[src/rtl/min_row_feeder.sv]
// Row feeder for the attention row-minimum path: packs eight 16-bit scores,
// holds start to the 8-lane minimum unit, and returns its result or a timeout.
module min_row_feeder #(
  parameter int TIMEOUT = 15,
  parameter int CW      = 8
) (
  input  logic         clk,
  input  logic         rst_n,
  input  logic [15:0]  in_data,
  input  logic         in_valid,
  output logic         in_ready,
  output logic [127:0] numbers,
  output logic         start,
  input  logic [15:0]  mu_result,
  input  logic         mu_done,
  output logic [15:0]  min_out,
  output logic         min_err,
  output logic         min_valid,
  input  logic         min_ready
);

  localparam logic [1:0] FILL = 2'd0;
  localparam logic [1:0] RUN  = 2'd1;
  localparam logic [1:0] OUT  = 2'd2;

  localparam logic [CW-1:0] RCNT_LAST = CW'(TIMEOUT - 1);

  logic [1:0]    state_r;
  logic [2:0]    wcnt_r;
  logic [CW-1:0] rcnt_r;

  assign in_ready = (state_r == FILL);

  // Row capture, minimum-unit handshake and result hold; everything is registered.
  always_ff @(posedge clk or negedge rst_n) begin
    if (!rst_n) begin
      state_r   <= FILL;
      wcnt_r    <= 3'd0;
      rcnt_r    <= '0;
      numbers   <= 128'd0;
      start     <= 1'b0;
      min_out   <= 16'd0;
      min_err   <= 1'b0;
      min_valid <= 1'b0;
    end else begin
      case (state_r)
        FILL: begin
          if (in_valid) begin
            numbers[{wcnt_r, 4'd0} +: 16] <= in_data;
            wcnt_r <= wcnt_r + 3'd1;
            if (wcnt_r == 3'd7) begin
              state_r <= RUN;
              start   <= 1'b1;
              rcnt_r  <= '0;
            end
          end
        end
        RUN: begin
          // mu_done takes priority over the watchdog in the same cycle
          if (mu_done) begin
            min_out   <= mu_result;
            min_err   <= 1'b0;
            start     <= 1'b0;
            min_valid <= 1'b1;
            state_r   <= OUT;
          end else if (rcnt_r == RCNT_LAST) begin
            min_out   <= 16'hFFFF;
            min_err   <= 1'b1;
            start     <= 1'b0;
            min_valid <= 1'b1;
            state_r   <= OUT;
          end else begin
            rcnt_r <= rcnt_r + CW'(1);
          end
        end
        OUT: begin
          if (min_ready) begin
            min_valid <= 1'b0;
            rcnt_r    <= '0;
            state_r   <= FILL;
          end
        end
        default: begin
          state_r   <= FILL;
          wcnt_r    <= 3'd0;
          rcnt_r    <= '0;
          start     <= 1'b0;
          min_valid <= 1'b0;
        end
      endcase
    end
  end

endmodule

[config.mk]
export PLATFORM = sky130hd
export DESIGN_NAME = min_row_feeder
export DESIGN_NICKNAME = d
export VERILOG_FILES = /design/src/rtl/min_row_feeder.sv
export SDC_FILE = /design/constraint.sdc
export NUM_CORES = 1
export LEC_CHECK = 0
export BUFFER_PORTS_ARGS = -buffer_cell sky130_fd_sc_hd__buf_2
export CAP_MARGIN = 20
export CORE_UTILIZATION = 53
export DETAILED_ROUTE_END_ITERATION = 8
export MAX_ROUTING_LAYER = met4
export PLACE_DENSITY = 0.8
export RECOVER_POWER = 100
export SETUP_SLACK_MARGIN = 0.4
export SLEW_MARGIN = 20
export SYNTH_ARGS = -nofsm -noshare
export SYNTH_HDL_FRONTEND = slang
export SYNTH_SLANG_ARGS = --single-unit
[constraint.sdc]
create_clock -name clk -period 6.7 [get_ports clk]
set_clock_uncertainty 0.15 [all_clocks]
set_input_delay 0.67 -clock clk [delete_from_list [all_inputs] [get_ports clk]]
set_output_delay 0.67 -clock clk [all_outputs]
set_load 0.005 [all_outputs]
=== Word level (Yosys, flattened, before mapping) ===
Index checks and enable logic that the tools add are counted.
W data, S select, Z words.

* Register bits after elaboration: 160

* Add/subtract/negate cells: 3
* Equality and inequality tests: 10
* Shifts and indexed selects: 2
* Multiplexer cells: 27
* Bitwise operators: 3
* Reduce and logical (&&, ||, !) cells: 10

{| class="wikitable"
|+ Operator list
! kind !! number
|-
| $bwmux W128 || 1
|-
| $shift A16 B9 Y128 const A || 1
|-
| $shiftx A16 B9 Y128 || 1
|-
| $mux W8 || 5
|-
| $mux W16 || 2
|-
| $pmux W8 S3 || 1
|-
| $mux W2 || 5
|-
| $neg A7 Y9 || 1
|-
| $add A8 B1 Y8 const B || 1
|-
| $eq A8 B4 Y1 const B || 1
|-
| $mux W1 || 8
|-
| $ne A2 B2 Y1 const B || 4
|-
| $reduce_and A4 Y1 || 2
|-
| $pmux W1 S3 || 2
|-
| $pmux W2 S3 || 1
|-
| $pmux W3 S2 || 1
|-
| $reduce_and A2 Y1 || 3
|-
| $reduce_and A5 Y1 || 1
|-
| $add A3 B1 Y3 const B || 1
|-
| $eq A3 B3 Y1 const B || 1
|-
| $mux W3 || 1
|-
| $ne A3 B3 Y1 const B || 1
|-
| $not A1 Y1 || 3
|-
| $reduce_and A3 Y1 || 1
|-
| other kinds (6) || 6
|}

=== Depth between registers and ports, before layout ===
Gate-level depths: netlist (run 1).

* Word-level depth: 4
* Depth in mapped cells: 8
* Gate-level depth less buffers: 7

=== Least setup slack after synthesis (run 1) ===
OpenSTA, ideal clock, no wires.

* Kind: register to register
* Start: reg wcnt_r[0]
* End: reg numbers[70]
* Library setup time: 0.125 ns
* Data arrival time: 2.185 ns
* Required time: 6.425 ns
* Setup slack: 4.240 ns
* Cell stages (with the launch flop): 9
* Path buffers: 2
* Cell sequence: dfrtp_1 -> inv_1 -> ha_1 -> ha_1 -> o31a_1 -> and3b_1 -> buf_6 -> buf_8 -> mux2_2

* Word-level cells in the longest chain between the ends: 3
* Elaborated cells on any way between the ends: 4
* Classes of those cells: add/sub (1); shift (2); mux (1)

{| class="wikitable"
|+ RTL lines
! element !! RTL line !! text
|-
| from (decl) || 29 || <nowiki>logic [2:0] wcnt_r;</nowiki>
|-
| from (signal assigned) || 50 || <nowiki>wcnt_r <= wcnt_r + 3'd1;</nowiki>
|-
| $neg A7 Y9 (*) || 49 || <nowiki>numbers[{wcnt_r, 4'd0} +: 16] <= in_data;</nowiki>
|-
| $shiftx A16 B9 Y128 / $shift A16 B9 Y128 (equally long branches) || 49 ||
|-
| $bwmux W128 (*) || 49 ||
|-
| to (signal, indexed assignment) || 49 ||
|-
| to (decl) || 12 || <nowiki>output logic [127:0] numbers,</nowiki>
|}

Mark *: on every way between the ends. The rest lies on a longest branch, timed or not.
A chain may end at the register's enable or synchronous reset.

=== Worst setup path after layout (run 1) ===
* Start: reg wcnt_r[0]
* End: reg numbers[47]

Same word-level chain as after synthesis.

==> summary.md, run 1 <==
| Metric | Value |
|---|---|
| Top_reg_cell synth | dfrtp_1 |
| HP Class | in -> async |
| Stages on worst setup path | 6 |
| Yosys reg bits | 160 |
| Slew margin rel. | -27.5% |
| Num CTS Buffers | 17 |
| Critical Path End Type | flip-flop |
| Total I/O pin count | 185 |
| Failing checks | max-capacitance violations, max-slew violations |
| Met3 usage | 6.38% |
| Die H | 116 um |
| Final #Nets | 884 |
| Total Power | 3.73 mW |
| WP buf/inv | 2 |
| Ys async rst share | 100% |
| Met1 usage | 36.9% |
| H-tree depth | 4 |
| Initial antenna violation count | 0 |
| Leakage dissipation | 3.82 nW |
| Clock Path Buffers | 2 |
| Global route hottest layer | met2 |
| Fmax | 0.241 GHz |
| Power Dens Cells | 454 mW/mm^2 |
| Core region area | 0.0126 sq mm |
| Post-Synthesis Cells | 660 |
| Global-route wire length before repair | 25.9 mm |
| Number of remaining DRC errors | 0 |
| Diodes inserted | 0 |
| Post-route ant nets | 0 |
| Area after DPL | 0.00785 sq mm |
| Wire per inst | 16.5 um |
| Drt pass-1 iters | 5 |
| Crit Path Category | reg -> reg |
| Register area share after synthesis | 58.6% |
| Post CTS Setup Buffer Count | 0 |
| Vias | 5,372 |
| Starting Density | 54.4% |
| Final Critical Period | 4160 ps |
| Max VDD drop | 327 uV |
| Finished Cell Area | 0.00822 sq mm |
| Ratio of cells with drive above 1 in the final layout | 16.7% |
| RSZ-0062 raised after global routing | no |
| Final setup viols | 0 |
| Worst hold slack | 157 ps |
| Buffers on Ports | 184 |
| Synthesized area | 0.00683 sq mm |
| Clk_lat worst skew | 420 ps |
| Max Cap Viol | 1 |
| Status | finished with violations |
| CP max-delay cell | nor3b_1 |
| Reg2reg path depth | 6 |
| GRT Total Usage | 26.9% |
| Max-slew violation count | 19 |
| Finished Layout Cells | 1,018 |
| Critical-path cell list | inv_1 > ha_1 > nor3b_1 > clkbuf_1 > nand2_1 > o21ai_0 |
| Remaining global-route overflow | 0 |
| Final setup TNS | 0 ps |
| Synth cell types | 46 |
| Placed cells | 984 |
| Post-detail-place hpwl | 11.0 mm |
| Syn nets | 710 |
| Worst EP arrival | 4330 ps |
| Via-to-Cell Ratio | 5.28 |
| Final Routed Wirelength | 16.8 mm |
| Placer Congestion | 0.873 |
| Worst EP required | 6880 ps |
| # rows | 41 |
| 1st-iter DRT viols | 424 |
| Clock transition at path regs | 60 ps |
| Die footprint | 0.0133 sq mm |
| Cell family with most CP delay | simple AND/OR/NAND/NOR gates |
| Post-synth EDFFs | 0 |
| Largest net degree at the start of global routing | 91 |
| CP max stage delay | 1530 ps |
| Syn Area/Cell | 10.4 sq um |
| CTS Sinks | 160 |
| Vias in the first global route | 4,975 |
| Crit-path max FO | 18 |
| Root buf cell | clkbuf_16 |
| GR Layer Usage met2 | 39.2% |
| Fin crit share | 62.0% |
| CP startpoint kind | flip-flop |
| Die W | 116 um |
| # hold bufs at CTS | 0 |
| CTS tree | built |
| YS warnings | 0 |
| Area grow syn2layout | 20.3% |
| Hold Vio Cnt, Final | 0 |
| Worst-Margin Slew | 1910 ps |
| Post_cts resized | 0 |
worst reg2reg max path, stage by stage (launching register included):
cell,delay (ps)
dfrtp_1,670
inv_1,220
ha_1,610
nor3b_1,1540
clkbuf_1,600
nand2_1,100
o21ai_0,170
metal layers:
| metal | share of wire, % | up-vias |
|---|---|---|
| met4 | 1.8 | 0 |
| met5 | 0 | - |
| met2 | 46 | 199 |
| met3 | 6.7 | 25 |
| li1 | - | 2566 |
| met1 | 45 | 2582 |
worst paths after layout:
| kind | start | to | slack, ps |
|---|---|---|---|
| hold reg to reg | numbers[29]$_DFFE_PN0P_ | numbers[29]$_DFFE_PN0P_ | 330 |
| setup reg to reg | wcnt_r[0]$_DFFE_PN0P_ | numbers[47]$_DFFE_PN0P_ | 2540 |
| max in group asynchronous | rst_n | min_out[15]$_DFFE_PN0P_ | 4870 |
| setup / recovery | wcnt_r[0]$_DFFE_PN0P_ | numbers[47]$_DFFE_PN0P_ | 2540 |
| hold / removal | rst_n | numbers[22]$_DFFE_PN0P_ | 160 |
| min in group clk | numbers[29]$_DFFE_PN0P_ | numbers[29]$_DFFE_PN0P_ | 330 |
registers in the layout, indices dropped and copies added (netlist names):
name and cells:
min_out 16, min_err 1, wcnt_r 3, min_valid 1, state_r 2, rcnt_r 8
start 1, numbers 128
kinds of logic (layout without fill, tap and decap cells):
kind of cell,Yosys count,after routing,synth area share (%)
multiplexers,41,41,6.89
adder cells (fa/ha/maj),13,13,2.38
buffers and inverters,112,298,7.01
flip-flops,160,160,58.6
AND/OR/NAND/NOR,197,197,13.8
AO/OA/AOI/OAI,137,137,11.3
final cells by class:
type / count / area, sq um
fillers: 1075 / 4350
flip-flops and latches: 160 / 4000
inverters: 74 / 278
clock inverters: 9 / 83.8
clock buffers: 22 / 474
well taps: 172 / 215
repair buffers: 193 / 840
multi-input cells: 388 / 2320
cell usage in the layout (no fill, tap or decap), drive strengths merged, types with 6 or more instances in the layout:
master,n
a31oi,19
clkbuf,134
mux2,33
dfrtp,160
o21ai,97
nand3,51
inv,75
mux2i,8
ha,13
nand4,6
nor2,24
buf,81
nand2,98
synthesized netlist by cell type (2+ instances only):
master,count,area [sq um]
a211oi_1,2,15.0
a21o_1,2,15.0
a21oi_1,2,10.0
a22o_1,3,26.3
a2bb2oi_1,2,17.5
a31oi_1,19,119
a41oi_1,3,26.3
buf_2,11,55.1
buf_6,4,45.0
clkbuf_1,21,78.8
dfrtp_1,160,4000
ha_1,13,163
inv_1,74,278
mux2_2,28,315
mux2_4,5,75.1
mux2i_1,8,80.1
nand2_1,97,364
nand3_1,51,255
nand4_1,6,37.5
nor2_1,23,86.3
nor3_1,2,10.0
nor3_2,2,20.0
nor4b_1,2,17.5
nor4b_2,2,30.0
o211ai_1,2,15.0
o21ai_0,92,460
o21ai_1,5,25.0
power by group:
| group | internal (mW) | switching (mW) |
|---|---|---|
| clock network | 0.537 | 0.379 |
| logic | 0.497 | 0.707 |
| registers | 1.38 | 0.237 |
| total | 2.41 | 1.32 |
metrics by stage:
step	setup slack (ps)	util (%)
global route	2080	65.4
CTS	3100	66.9
floorplan	4240	-
finish	2540	65.4
detailed placement	3120	62.4
global placement	3270	62.3
(Power assumes the default switching activity.)
==> inputs of run 2 (changes only) <==
- CORE_UTILIZATION: 53 -> 52
- PLACE_DENSITY: 0.8 -> 0.79
- clock period: 6.7 -> 4 ns (I/O delays scaled with it)
==> summary.md, run 2 (same netlist as run 1, synthesis figures left out) <==
| Metric | Value |
|---|---|
| Status | finished with violations |
| Failing checks | max-capacitance violations, max-slew violations |
| Pint | 4.02 mW |
| Buffers on Ports | 184 |
| Area used by multi-input combinational logic | 0.00234 sq mm |
| Final setup TNS | 0 ps |
| Comb pwr share | 32.8% |
| Core region area | 0.0127 sq mm |
| Crit Path Category | reg -> reg |
| Setup WS post-layout | 625 ps |
| H-tree depth | 4 |
| Final #Nets | 887 |
| Fmax | 0.296 GHz |
| Regs by FF count | numbers (128), min_out (16), rcnt_r (8) |
| Max VDD drop | 346 uV |
| Final setup viols | 0 |
| Die W | 117 um |
| CTS tree | built |
| Post_cts resized | 0 |
| Clock Path Buffers | 2 |
| Worst EP arrival | 3470 ps |
| Slew margin rel. | -53.5% |
| Total I/O pin count | 185 |
| Commonest non-fill, non-tap cell in the layout | dfrtp_1 |
| Num CTS Buffers | 17 |
| Register Area | 0.00400 sq mm |
| RSZ-0062 raised after global routing | no |
| # rows | 41 |
| Switching Share | 35.9% |
| Remaining global-route overflow | 0 |
| Clock network power share | 23.5% |
| Clock transition at path regs | 60 ps |
| Total Power | 6.27 mW |
| Area grow syn2layout | 20.8% |
| 1st-iter DRT viols | 488 |
| DP Worst Slack | 847 ps |
| Drt pass-1 iters | 4 |
| Number of remaining DRC errors | 0 |
| Max Cap Viol | 1 |
| Most frequent cells in the layout | 160 x dfrtp_1, 115 x clkbuf_1, 98 x nand2_1 |
| Global-route wire length before repair | 26.8 mm |
| Leakage dissipation | 3.86 nW |
| CP startpoint kind | flip-flop |
| Wire per inst | 16.9 um |
| Hold Vio Cnt, Final | 0 |
| Power Dens Cells | 759 mW/mm^2 |
| Worst EP required | 4090 ps |
| Vias | 5,382 |
| Critical Path End Type | flip-flop |
| Die H | 117 um |
| Starting Density | 53.7% |
| Root buf cell | clkbuf_16 |
| Post CTS Setup Buffer Count | 0 |
| GRT Total Usage | 27.6% |
| Post-route ant nets | 0 |
| Ratio of cells with drive above 1 in the final layout | 17.3% |
| CTS Sinks | 160 |
| Vias in the first global route | 5,006 |
| Crit-path max FO | 32 |
| Initial antenna violation count | 0 |
| Diodes inserted | 0 |
| Die footprint | 0.0136 sq mm |
| Clk_lat worst skew | 420 ps |
| Final Critical Period | 3370 ps |
| HP Class | in -> reg |
| Sequential Power Share | 43.7% |
| Worst-Margin Slew | 2300 ps |
| Worst hold slack | 69.6 ps |
| Placer Congestion | 0.833 |
| Via-to-Cell Ratio | 5.27 |
| Final Routed Wirelength | 17.3 mm |
| Max-slew violation count | 94 |
| Biggest register | numbers |
| Largest register FFs | 128 |
| Fin crit share | 84.4% |
| Psw | 2.25 mW |
| Largest net degree at the start of global routing | 95 |
| Post-detail-place hpwl | 11.6 mm |
| # fillers | 1,137 |
==> run 2: changes by cell type in the layout (fill, tap and decap cells not counted), sizes merged <==
| cell | change |
|---|---|
| dlygate4sd3 | +1 |
| bufinv | -1 |
| clkinv | +4 |
| clkbuf | +4 |
| buf | -2 |
| clkinvlp | -3 |
==> run 2: final cells by class <==
cell class / instances / area share, %
clock buffer: 22 / 5.87
multi-input combinational: 388 / 28.4
sequential: 160 / 48.5
inverter: 74 / 3.37
timing repair buffer: 196 / 10.5
clock inverter: 9 / 0.713
tap: 172 / 2.61
==> run 2: worst max-delay path, cell delays in order (launching register included) <==
cell and delay, ps:
dfrtp_1 720, inv_1 260, ha_1 300, ha_1 400, o31a_1 180, nand4_1 100
clkbuf_1 840, o21ai_0 250
==> run 2: path summary, 6_finish.rpt <==
check | end | cells after the start | slack [ps] | from
worst max register to register | numbers[28]$_DFFE_PN0P_ | 7 | 630 | wcnt_r[0]$_DFFE_PN0P_
worst min-delay path | min_out[12]$_DFFE_PN0P_ | 3 | 70 | mu_result[12]
worst max-delay path | numbers[28]$_DFFE_PN0P_ | 7 | 630 | wcnt_r[0]$_DFFE_PN0P_
max in group asynchronous | numbers[33]$_DFFE_PN0P_ | 2 | 1280 | rst_n
min in group asynchronous | min_out[15]$_DFFE_PN0P_ | 2 | 1090 | rst_n
worst min register to register | numbers[23]$_DFFE_PN0P_ | 2 | 330 | numbers[23]$_DFFE_PN0P_
==> run 2: timing repair <==
item,4_1_cts,5_1_grt
hold endpoints to repair,93,0
setup endpoints to repair,0,0
hold buffers,1,0
==> run 2: per-layer routing <==
metal / track usage, % / part of all wire (%) / up-vias
li1: - / - / 2576
met1: 37.6 / 45 / 2580
met2: 40.4 / 46 / 190
met3: 5.97 / 5.6 / 36
met4: 10.9 / 2.7 / 0
met5: - / 0 / -
==> run 2: power groups by stage <==
stage | sequential [mW] | clock [mW] | combinational (mW)
final | 2.74 | 1.47 | 2.06
after global routing | 2.82 | 1.58 | 2.32
after CTS | 2.72 | 1.51 | 2.24
after detailed placement | 2.73 | 0 | 2.23
after floorplan | 2.74 | 0 | 1.10
after global placement | 2.71 | 0 | 2.15
==> run 2: stage by stage <==
stage | std cells | util [%] | instance area (sq um)
after floorplan | 660 | - | 6830
after global placement | 989 | 62.0 | 7890
after detailed placement | 989 | 62.0 | 7890
after CTS | 1021 | 66.4 | 8440
after global routing | 1021 | 64.8 | 8250
final | 1021 | 64.8 | 8250
